### src/rtl/pwr_pkg.sv
// Shared definitions for the power-domain response controller: FSM state
// encodings, violation codes, settle-time default and violation priority.
package pwr_pkg;

  typedef enum logic [2:0] {
    ST_RUN     = 3'd0,
    ST_ISO     = 3'd1,
    ST_SAVE    = 3'd2,
    ST_OFF     = 3'd3,
    ST_RAMP    = 3'd4,
    ST_UP      = 3'd5,
    ST_RESTORE = 3'd6
  } pwr_state_e;

  localparam int unsigned PG_DLY_DEFAULT = 8;
  localparam int          CNT_W          = 8;

  localparam logic [2:0] ERR_NONE       = 3'd0;
  localparam logic [2:0] ERR_PSE_NO_ISO = 3'd1;
  localparam logic [2:0] ERR_PSE_NO_RET = 3'd2;
  localparam logic [2:0] ERR_RET_NO_ISO = 3'd3;
  localparam logic [2:0] ERR_ISO_NO_PSE = 3'd4;

  // Same-cycle violations resolve in pse, ret, iso order.
  function automatic logic [2:0] viol_code(input logic pse_fall,
                                           input logic ret_rise,
                                           input logic iso_fall,
                                           input logic iso,
                                           input logic ret,
                                           input logic pse);
    logic [2:0] code;
    code = ERR_NONE;
    if (pse_fall && !iso)      code = ERR_PSE_NO_ISO;
    else if (pse_fall && !ret) code = ERR_PSE_NO_RET;
    else if (ret_rise && !iso) code = ERR_RET_NO_ISO;
    else if (iso_fall && !pse) code = ERR_ISO_NO_PSE;
    return code;
  endfunction

endpackage

### src/rtl/pwr_dom_resp_if.sv
// Signal bundle between the power controller (master) and the domain
// response block (slave).
interface pwr_dom_resp_if;

  // Level protocol, no valid/ready: the controller holds iso_en/ret_en/pse
  // as levels and the block reacts to their sampled edges; save_req and
  // restore_req are single-cycle pulses, every other output is a level.
  logic       iso_en;
  logic       ret_en;
  logic       pse;
  logic       dom_clk_en;
  logic       dom_rst_n;
  logic       pwr_good;
  logic       save_req;
  logic       restore_req;
  logic       busy;
  logic       err;
  logic [2:0] err_code;
  logic [2:0] dom_state;

  modport master (
    output iso_en, ret_en, pse,
    input  dom_clk_en, dom_rst_n, pwr_good, save_req, restore_req,
    input  busy, err, err_code, dom_state
  );

  modport slave (
    input  iso_en, ret_en, pse,
    output dom_clk_en, dom_rst_n, pwr_good, save_req, restore_req,
    output busy, err, err_code, dom_state
  );

endinterface

### src/rtl/pwr_settle_cnt.sv
// Rail settle counter: counts enabled cycles up to PG_DLY and saturates;
// o_done flags the cycle whose increment reaches PG_DLY.
module pwr_settle_cnt
  import pwr_pkg::*;
#(
  parameter int unsigned PG_DLY = PG_DLY_DEFAULT
) (
  input  logic clk,
  input  logic rst_n,
  input  logic i_clear,
  input  logic i_enable,
  output logic o_done
);

  localparam logic [CNT_W-1:0] LP_TOP  = CNT_W'(PG_DLY);
  localparam logic [CNT_W-1:0] LP_LAST = CNT_W'(PG_DLY - 1);

  logic [CNT_W-1:0] r_cnt;

  always_ff @(posedge clk or negedge rst_n) begin
    if (!rst_n) begin
      r_cnt <= '0;
    end else if (i_clear) begin
      r_cnt <= '0;
    end else if (i_enable && (r_cnt != LP_TOP)) begin
      r_cnt <= r_cnt + CNT_W'(1);
    end
  end

  assign o_done = i_enable && !i_clear && (r_cnt == LP_LAST);

endmodule

### src/rtl/pwr_dom_resp.sv
// Power-domain response controller: sequences isolation, retention save,
// rail off/ramp, domain reset release and restore from controller requests.
module pwr_dom_resp
  import pwr_pkg::*;
#(
  parameter int unsigned PG_DLY = PG_DLY_DEFAULT
) (
  input  logic           clk,
  input  logic           rst_n,
  pwr_dom_resp_if.slave  bus
);

  logic       r_iso, r_ret, r_pse;
  logic       r_iso_d, r_ret_d, r_pse_d;
  logic [1:0] r_boot;
  pwr_state_e r_state;
  logic       r_clk_en, r_dom_rst_n, r_pwr_good;
  logic       r_save_req, r_restore_req, r_ret_valid;
  logic       r_err;
  logic [2:0] r_err_code;

  pwr_state_e w_nxt_state;
  logic       w_nxt_clk_en, w_nxt_dom_rst_n, w_nxt_pwr_good;
  logic       w_nxt_save_req, w_nxt_restore_req, w_nxt_ret_valid;
  logic       w_nxt_err;
  logic [2:0] w_nxt_err_code;
  logic       w_live, w_pse_rise, w_pse_fall, w_ret_rise, w_iso_rise, w_iso_fall;
  logic [2:0] w_viol;
  logic       w_cnt_clear, w_cnt_en, w_cnt_done;

  // Inputs are sampled once; edges compare the sample with the one before.
  always_ff @(posedge clk or negedge rst_n) begin
    if (!rst_n) begin
      r_iso   <= 1'b0;
      r_ret   <= 1'b0;
      r_pse   <= 1'b0;
      r_iso_d <= 1'b0;
      r_ret_d <= 1'b0;
      r_pse_d <= 1'b0;
      r_boot  <= 2'b11;
    end else begin
      r_iso   <= bus.iso_en;
      r_ret   <= bus.ret_en;
      r_pse   <= bus.pse;
      r_iso_d <= r_iso;
      r_ret_d <= r_ret;
      r_pse_d <= r_pse;
      r_boot  <= {r_boot[0], 1'b0};
    end
  end

  // r_boot masks the fake 0->1 edges seen while the input pipe first fills.
  assign w_live     = (r_boot == 2'b00);
  assign w_pse_rise = w_live &  r_pse & ~r_pse_d;
  assign w_pse_fall = w_live & ~r_pse &  r_pse_d;
  assign w_ret_rise = w_live &  r_ret & ~r_ret_d;
  assign w_iso_rise = w_live &  r_iso & ~r_iso_d;
  assign w_iso_fall = w_live & ~r_iso &  r_iso_d;
  assign w_viol     = viol_code(w_pse_fall, w_ret_rise, w_iso_fall, r_iso, r_ret, r_pse);

  pwr_settle_cnt #(.PG_DLY(PG_DLY)) u_settle (
    .clk      (clk),
    .rst_n    (rst_n),
    .i_clear  (w_cnt_clear),
    .i_enable (w_cnt_en),
    .o_done   (w_cnt_done)
  );

  always_ff @(posedge clk or negedge rst_n) begin
    if (!rst_n) begin
      r_state       <= ST_RUN;
      r_clk_en      <= 1'b1;
      r_dom_rst_n   <= 1'b0;
      r_pwr_good    <= 1'b1;
      r_save_req    <= 1'b0;
      r_restore_req <= 1'b0;
      r_ret_valid   <= 1'b0;
      r_err         <= 1'b0;
      r_err_code    <= ERR_NONE;
    end else begin
      r_state       <= w_nxt_state;
      r_clk_en      <= w_nxt_clk_en;
      r_dom_rst_n   <= w_nxt_dom_rst_n;
      r_pwr_good    <= w_nxt_pwr_good;
      r_save_req    <= w_nxt_save_req;
      r_restore_req <= w_nxt_restore_req;
      r_ret_valid   <= w_nxt_ret_valid;
      r_err         <= w_nxt_err;
      r_err_code    <= w_nxt_err_code;
    end
  end

  always_comb begin
    w_nxt_state       = r_state;
    w_nxt_clk_en      = r_clk_en;
    w_nxt_dom_rst_n   = r_dom_rst_n;
    w_nxt_pwr_good    = r_pwr_good;
    w_nxt_save_req    = 1'b0;
    w_nxt_restore_req = 1'b0;
    w_nxt_ret_valid   = r_ret_valid;
    w_nxt_err         = r_err;
    w_nxt_err_code    = r_err_code;
    w_cnt_clear       = 1'b0;
    w_cnt_en          = 1'b0;

    if (!r_err && (w_viol != ERR_NONE)) begin
      w_nxt_err      = 1'b1;
      w_nxt_err_code = w_viol;
    end

    if (r_boot == 2'b10) begin
      // First real sample of pse decides between releasing reset and OFF.
      if (r_pse) begin
        w_nxt_dom_rst_n = 1'b1;
      end else begin
        w_nxt_state    = ST_OFF;
        w_nxt_clk_en   = 1'b0;
        w_nxt_pwr_good = 1'b0;
        w_cnt_clear    = 1'b1;
      end
    end else if (w_pse_fall) begin
      w_nxt_state     = ST_OFF;
      w_nxt_clk_en    = 1'b0;
      w_nxt_pwr_good  = 1'b0;
      w_nxt_dom_rst_n = 1'b0;
      w_cnt_clear     = 1'b1;
    end else if (w_live) begin
      case (r_state)
        ST_RUN: begin
          if (w_iso_rise && r_pse) begin
            w_nxt_state  = ST_ISO;
            w_nxt_clk_en = 1'b0;
          end
        end
        ST_ISO: begin
          if (w_ret_rise) begin
            w_nxt_state     = ST_SAVE;
            w_nxt_save_req  = 1'b1;
            w_nxt_ret_valid = 1'b1;
          end else if (w_iso_fall) begin
            w_nxt_state  = ST_RUN;
            w_nxt_clk_en = 1'b1;
          end
        end
        ST_SAVE: begin
          w_nxt_state = ST_SAVE;
        end
        ST_OFF: begin
          if (w_pse_rise) begin
            w_nxt_state = ST_RAMP;
            w_cnt_en    = 1'b1;
            if (w_cnt_done) w_nxt_pwr_good = 1'b1;
          end
        end
        ST_RAMP: begin
          w_cnt_en = r_pse;
          if (w_cnt_done) w_nxt_pwr_good = 1'b1;
          if (r_pwr_good) begin
            w_nxt_state     = ST_UP;
            w_nxt_dom_rst_n = 1'b1;
          end
        end
        ST_UP: begin
          // ret and iso are checked as levels so early drops are simply deferred.
          if (r_ret_valid && !r_ret && r_dom_rst_n) begin
            w_nxt_state       = ST_RESTORE;
            w_nxt_restore_req = 1'b1;
          end else if (!r_ret_valid && !r_iso && r_dom_rst_n) begin
            w_nxt_state  = ST_RUN;
            w_nxt_clk_en = 1'b1;
          end
        end
        ST_RESTORE: begin
          w_nxt_ret_valid = 1'b0;
          if (!r_iso) begin
            w_nxt_state  = ST_RUN;
            w_nxt_clk_en = 1'b1;
          end
        end
        default: begin
          w_nxt_state = ST_RUN;
        end
      endcase
    end
  end

  assign bus.dom_clk_en  = r_clk_en;
  assign bus.dom_rst_n   = r_dom_rst_n;
  assign bus.pwr_good    = r_pwr_good;
  assign bus.save_req    = r_save_req;
  assign bus.restore_req = r_restore_req;
  assign bus.busy        = (r_state != ST_RUN);
  assign bus.err         = r_err;
  assign bus.err_code    = r_err_code;
  assign bus.dom_state   = r_state;

endmodule

### src/flat_wrapper.sv
// flat-port wrapper written by rule: the top's interface ports become plain ports
module pwr_dom_resp_flat import pwr_pkg::*;
#(
  parameter int unsigned PG_DLY = PG_DLY_DEFAULT
)
  (clk, rst_n, bus_iso_en, bus_ret_en, bus_pse, bus_dom_clk_en, bus_dom_rst_n, bus_pwr_good, bus_save_req, bus_restore_req, bus_busy, bus_err, bus_err_code, bus_dom_state);
  pwr_dom_resp_if bus_i ();
  input  logic clk;
  input  logic rst_n;
  input wire logic [$bits(bus_i.iso_en)-1:0] bus_iso_en;
  input wire logic [$bits(bus_i.ret_en)-1:0] bus_ret_en;
  input wire logic [$bits(bus_i.pse)-1:0] bus_pse;
  output wire logic [$bits(bus_i.dom_clk_en)-1:0] bus_dom_clk_en;
  output wire logic [$bits(bus_i.dom_rst_n)-1:0] bus_dom_rst_n;
  output wire logic [$bits(bus_i.pwr_good)-1:0] bus_pwr_good;
  output wire logic [$bits(bus_i.save_req)-1:0] bus_save_req;
  output wire logic [$bits(bus_i.restore_req)-1:0] bus_restore_req;
  output wire logic [$bits(bus_i.busy)-1:0] bus_busy;
  output wire logic [$bits(bus_i.err)-1:0] bus_err;
  output wire logic [$bits(bus_i.err_code)-1:0] bus_err_code;
  output wire logic [$bits(bus_i.dom_state)-1:0] bus_dom_state;
  assign bus_i.iso_en = bus_iso_en;
  assign bus_i.ret_en = bus_ret_en;
  assign bus_i.pse = bus_pse;
  assign bus_dom_clk_en = bus_i.dom_clk_en;
  assign bus_dom_rst_n = bus_i.dom_rst_n;
  assign bus_pwr_good = bus_i.pwr_good;
  assign bus_save_req = bus_i.save_req;
  assign bus_restore_req = bus_i.restore_req;
  assign bus_busy = bus_i.busy;
  assign bus_err = bus_i.err;
  assign bus_err_code = bus_i.err_code;
  assign bus_dom_state = bus_i.dom_state;
  pwr_dom_resp #(.PG_DLY(PG_DLY)) u_core (.clk(clk), .rst_n(rst_n), .bus(bus_i));
endmodule
### config.mk
export PLATFORM = sky130hd
export DESIGN_NAME = pwr_dom_resp_flat
export DESIGN_NICKNAME = d
export VERILOG_FILES = /design/src/rtl/pwr_pkg.sv /design/src/rtl/pwr_dom_resp_if.sv /design/src/rtl/pwr_settle_cnt.sv /design/src/rtl/pwr_dom_resp.sv /design/src/flat_wrapper.sv
export SDC_FILE = /design/constraint.sdc
export NUM_CORES = 1
export LEC_CHECK = 0
export CAP_MARGIN = 20
export CORE_UTILIZATION = 54
export DETAILED_ROUTE_END_ITERATION = 8
export GPL_ROUTABILITY_DRIVEN = 0
export PLACE_DENSITY = 0.77
export SETUP_SLACK_MARGIN = 0.1
export SLEW_MARGIN = 20
export SYNTH_ARGS = -nofsm -noshare
export SYNTH_HDL_FRONTEND = slang
export SYNTH_SLANG_ARGS = --single-unit
### constraint.sdc
create_clock -name clk -period 2.5 [get_ports clk]
set_input_delay 0.375 -clock clk [delete_from_list [all_inputs] [get_ports clk]]
set_output_delay 0.375 -clock clk [all_outputs]
set_load 0.05 [all_outputs]
==> impl_metrics.toml <==
[power_and_ir_drop]
intPower_mw = 0.9228
finalPower_mw = 1.599
clockPowerShare_pct = 15.7
irDropWorstVdd_uv = 1098
switching_share_pct = 42.29
p_sw_mw = 0.6763
p_leak_nw = 0.7376
seqPwrFrac_pct = 42.2
powerDensity_mw_per_mm2 = 904.5
pwr-share-comb_pct = 42.1

[worst_setup_path]
crit_family = "buffers and inverters"
path_max_fanout = 17
slowest_delay_ns = 0.89
setup.worst_path.class = "reg2out"
reg2reg_depth = 5
cp.arrival_ns = 1.83
reg2reg_slack_ns = 0.47
reg2reg_to = "u_core.u_settle.r_cnt[7]$_DFFE_PN0P_"
end_kind = "primary output"
path_cells = "clkdlybuf4s50_1"
r2r-start = "u_core.bus.dom_state[2]$_DFFE_PN0P_"
slowest_stage = "clkdlybuf4s50_1"
cp-start-kind = "flip-flop"
required_ns = 2.12
cp_num_buf_inv = 1

[sta]
fin_setup_tns_ns = 0
relSlewSlack_pct = 62.15
drv_slew = 0
finalCriticalPeriod_ns = 2.207
clock.fmax_ghz = 0.4532
finalClockSkew_ns = 0.007488
whs_ns = 0.4184
rsz0062_at_grt = "no"
finalSetupViolations = 0
hold_viol_final = 0
timing.final.crit_share_pct = 88.27
worstMarginPinSlew_ns = 0.5619

[logic_synthesis]
synth_top_cell_by_area = "dfrtp_1"
synth_seq_cells = 29
synth_edf_count = 0
synthMuxAreaShare_pct = 2.224
synthTopCellsByArea = "dfrtp_1, dfstp_2, nor2_1"
syn_inst = 157
synth_top_family_by_area = "simple AND/OR/NAND/NOR gates"
synth.avg_cell_area_um2 = 9.675
synth_cell_types = 45
synth_area_mm2 = 0.001519
synth_compound_area_share_pct = 18.20
synth_xor_area_share_pct = 2.883
yosysWarnings = 0
ys_top_cells_by_count = "dfrtp_1, nor2_1, nand2_1, o21ai_0, a21oi_1"
post-synth-top-count-cell = "dfrtp_1"
synth_nets = 164
synthArstFlopShare_pct = 100.0
yosys_most_used_dff = "dfrtp_1"
synth-simple-area-share_pct = 23.39
synthAdderAreaFrac_pct = 1.647
ys_seq_area_share_pct = 48.11
synth.top_cell.area_share_pct = 41.19

[floorplanning]
die_w_um = 55.04
dieArea_mm2 = 0.003029
rows = 18
io_pins = 18
dieHeight_um = 55.04
start_util_pct = 59.16
coreArea_mm2 = 0.002567

[final_layout]
diodes = 0
layout-drive-gt1-share_pct = 10.11
syn2layout_area_growth_pct = 16.39
fin_util_pct = 68.86
finalNonFillerCells = 208
layout.nets = 184

[cts]
cts_buffers = 5
clockBufferDepth = 2
clock_latency_ns = 0.31
path_clk_slew_ns = 0.09
root_buffer = "clkbuf_4"
cts_tree = "built"
htreeDepth = 2
cts_sinks = 29
post-cts-setup-buffers = 0

[global_route]
grt-ovfl-total = 0
grt_first_pass_wirelength_mm = 4.795
antenna_found_initial = 0
grt_max_degree = 30
track_usage_pct = 22.50
grt_pass1_vias = 1067

[drt]
wl_per_cell_um = 14.31
ant_nets = 0
drtPass1Iterations = 4
vias = 1226
finalWirelength_mm = 2.976
drcViolationCount = 0
drt-vias-per-instance = 5.894
drt-initial-drc-count = 24

[flow_run]
maxCapViolCount = 0

[place]
hpwl_mm = 2.233
io_buffers = 17
dp.cells = 200

[outcome]
status = "finished clean"

[hold_path]
hold_path.class = "in2async"
-- cell usage in the layout, fill, tap and decap left out, types with 4 or more instances in the layout --
| master | instances |
|---|---|
| inv_1 | 6 |
| nor3_1 | 5 |
| dfrtp_1 | 25 |
| nand2_1 | 9 |
| dfstp_2 | 4 |
| nand4_1 | 4 |
| nor2_1 | 21 |
| a21oi_1 | 8 |
| nor2b_1 | 5 |
| nand2b_1 | 4 |
| clkbuf_4 | 5 |
| o21ai_0 | 9 |
| clkdlybuf4s50_1 | 16 |
-- worst max path at each step --
stage,depth (start not counted),from,to
floorplan,6,u_core.bus.dom_state[0]$_DFFE_PN0P_,u_core.bus.dom_state[0]$_DFFE_PN0P_
global placement,2,u_core.bus.dom_state[1]$_DFFE_PN0P_,bus_busy
detailed placement,2,u_core.bus.dom_state[1]$_DFFE_PN0P_,bus_busy
CTS,2,u_core.bus.dom_state[1]$_DFFE_PN0P_,bus_busy
global route,1,u_core.bus.dom_state[2]$_DFFE_PN0P_,bus_dom_state[2]
finish,1,u_core.bus.dom_state[2]$_DFFE_PN0P_,bus_dom_state[2]
-- flip-flops by register name, indices dropped and copies added (netlist names) --
| signal | flops |
|---|---|
| u_core.bus.restore_req | 1 |
| u_core.r_ret_d | 1 |
| u_core.bus.err | 1 |
| u_core.r_ret_valid | 1 |
| u_core.r_ret | 1 |
| u_core.r_boot | 2 |
| u_core.bus.err_code | 3 |
| u_core.u_settle.r_cnt | 8 |
| u_core.r_pse_d | 1 |
| u_core.r_iso_d | 1 |
| u_core.r_pse | 1 |
| u_core.bus.dom_state | 3 |
| u_core.r_iso | 1 |
| u_core.bus.dom_rst_n | 1 |
| u_core.bus.save_req | 1 |
| u_core.bus.pwr_good | 1 |
| u_core.bus.dom_clk_en | 1 |
-- metal layers --
layer | vias up | routed length (um) | track usage (%)
met2 | 37 | 1391 | 34.74
li1 | 610 | - | -
met3 | 2 | 141 | 6.557
met5 | - | 0 | 0
met4 | 0 | 8 | 5.417
met1 | 577 | 1434 | 30.98
-- cells by family after synthesis --
logic type / count (synthesis)
xor+xnor: 5
simple gates: 66
other cells: 1
buf+inv: 12
fa+ha+maj: 2
flops: 29
compound gates: 39
mux: 3
-- metrics by stage --
stage | instance area [um2] | worst slack [ns]
after floorplan | 1519 | 0.2007
after global placement | 1714 | 0.5146
after detailed placement | 1714 | 0.4864
after CTS | 1765 | 0.1403
after global routing | 1768 | 0.1926
final | 1768 | 0.2932
-- power by group through the flow --
stage	clock network (mW)	registers (mW)	logic [mW]
after floorplan	0	0.794	0.366
after global placement	0	0.671	0.664
after detailed placement	0	0.681	0.672
after CTS	0.262	0.673	0.675
after global routing	0.284	0.695	0.723
final	0.251	0.674	0.674
-- final cells by class --
cell class              instances  area (um2)
repair buffers                 19       187.7
flip-flops and latches         29       730.7
inverters                       6       22.52
well taps                      30       37.54
clock buffers                   6       41.29
multi-input cells             116       738.2
clock inverters                 2       10.01
fillers                       213       799.5
-- what timing repair did --
action,in CTS,in global routing
hold buffers,0,0
endpoints found under the setup margin,0,1
resized for setup,0,1
(Power assumes the default switching activity.)
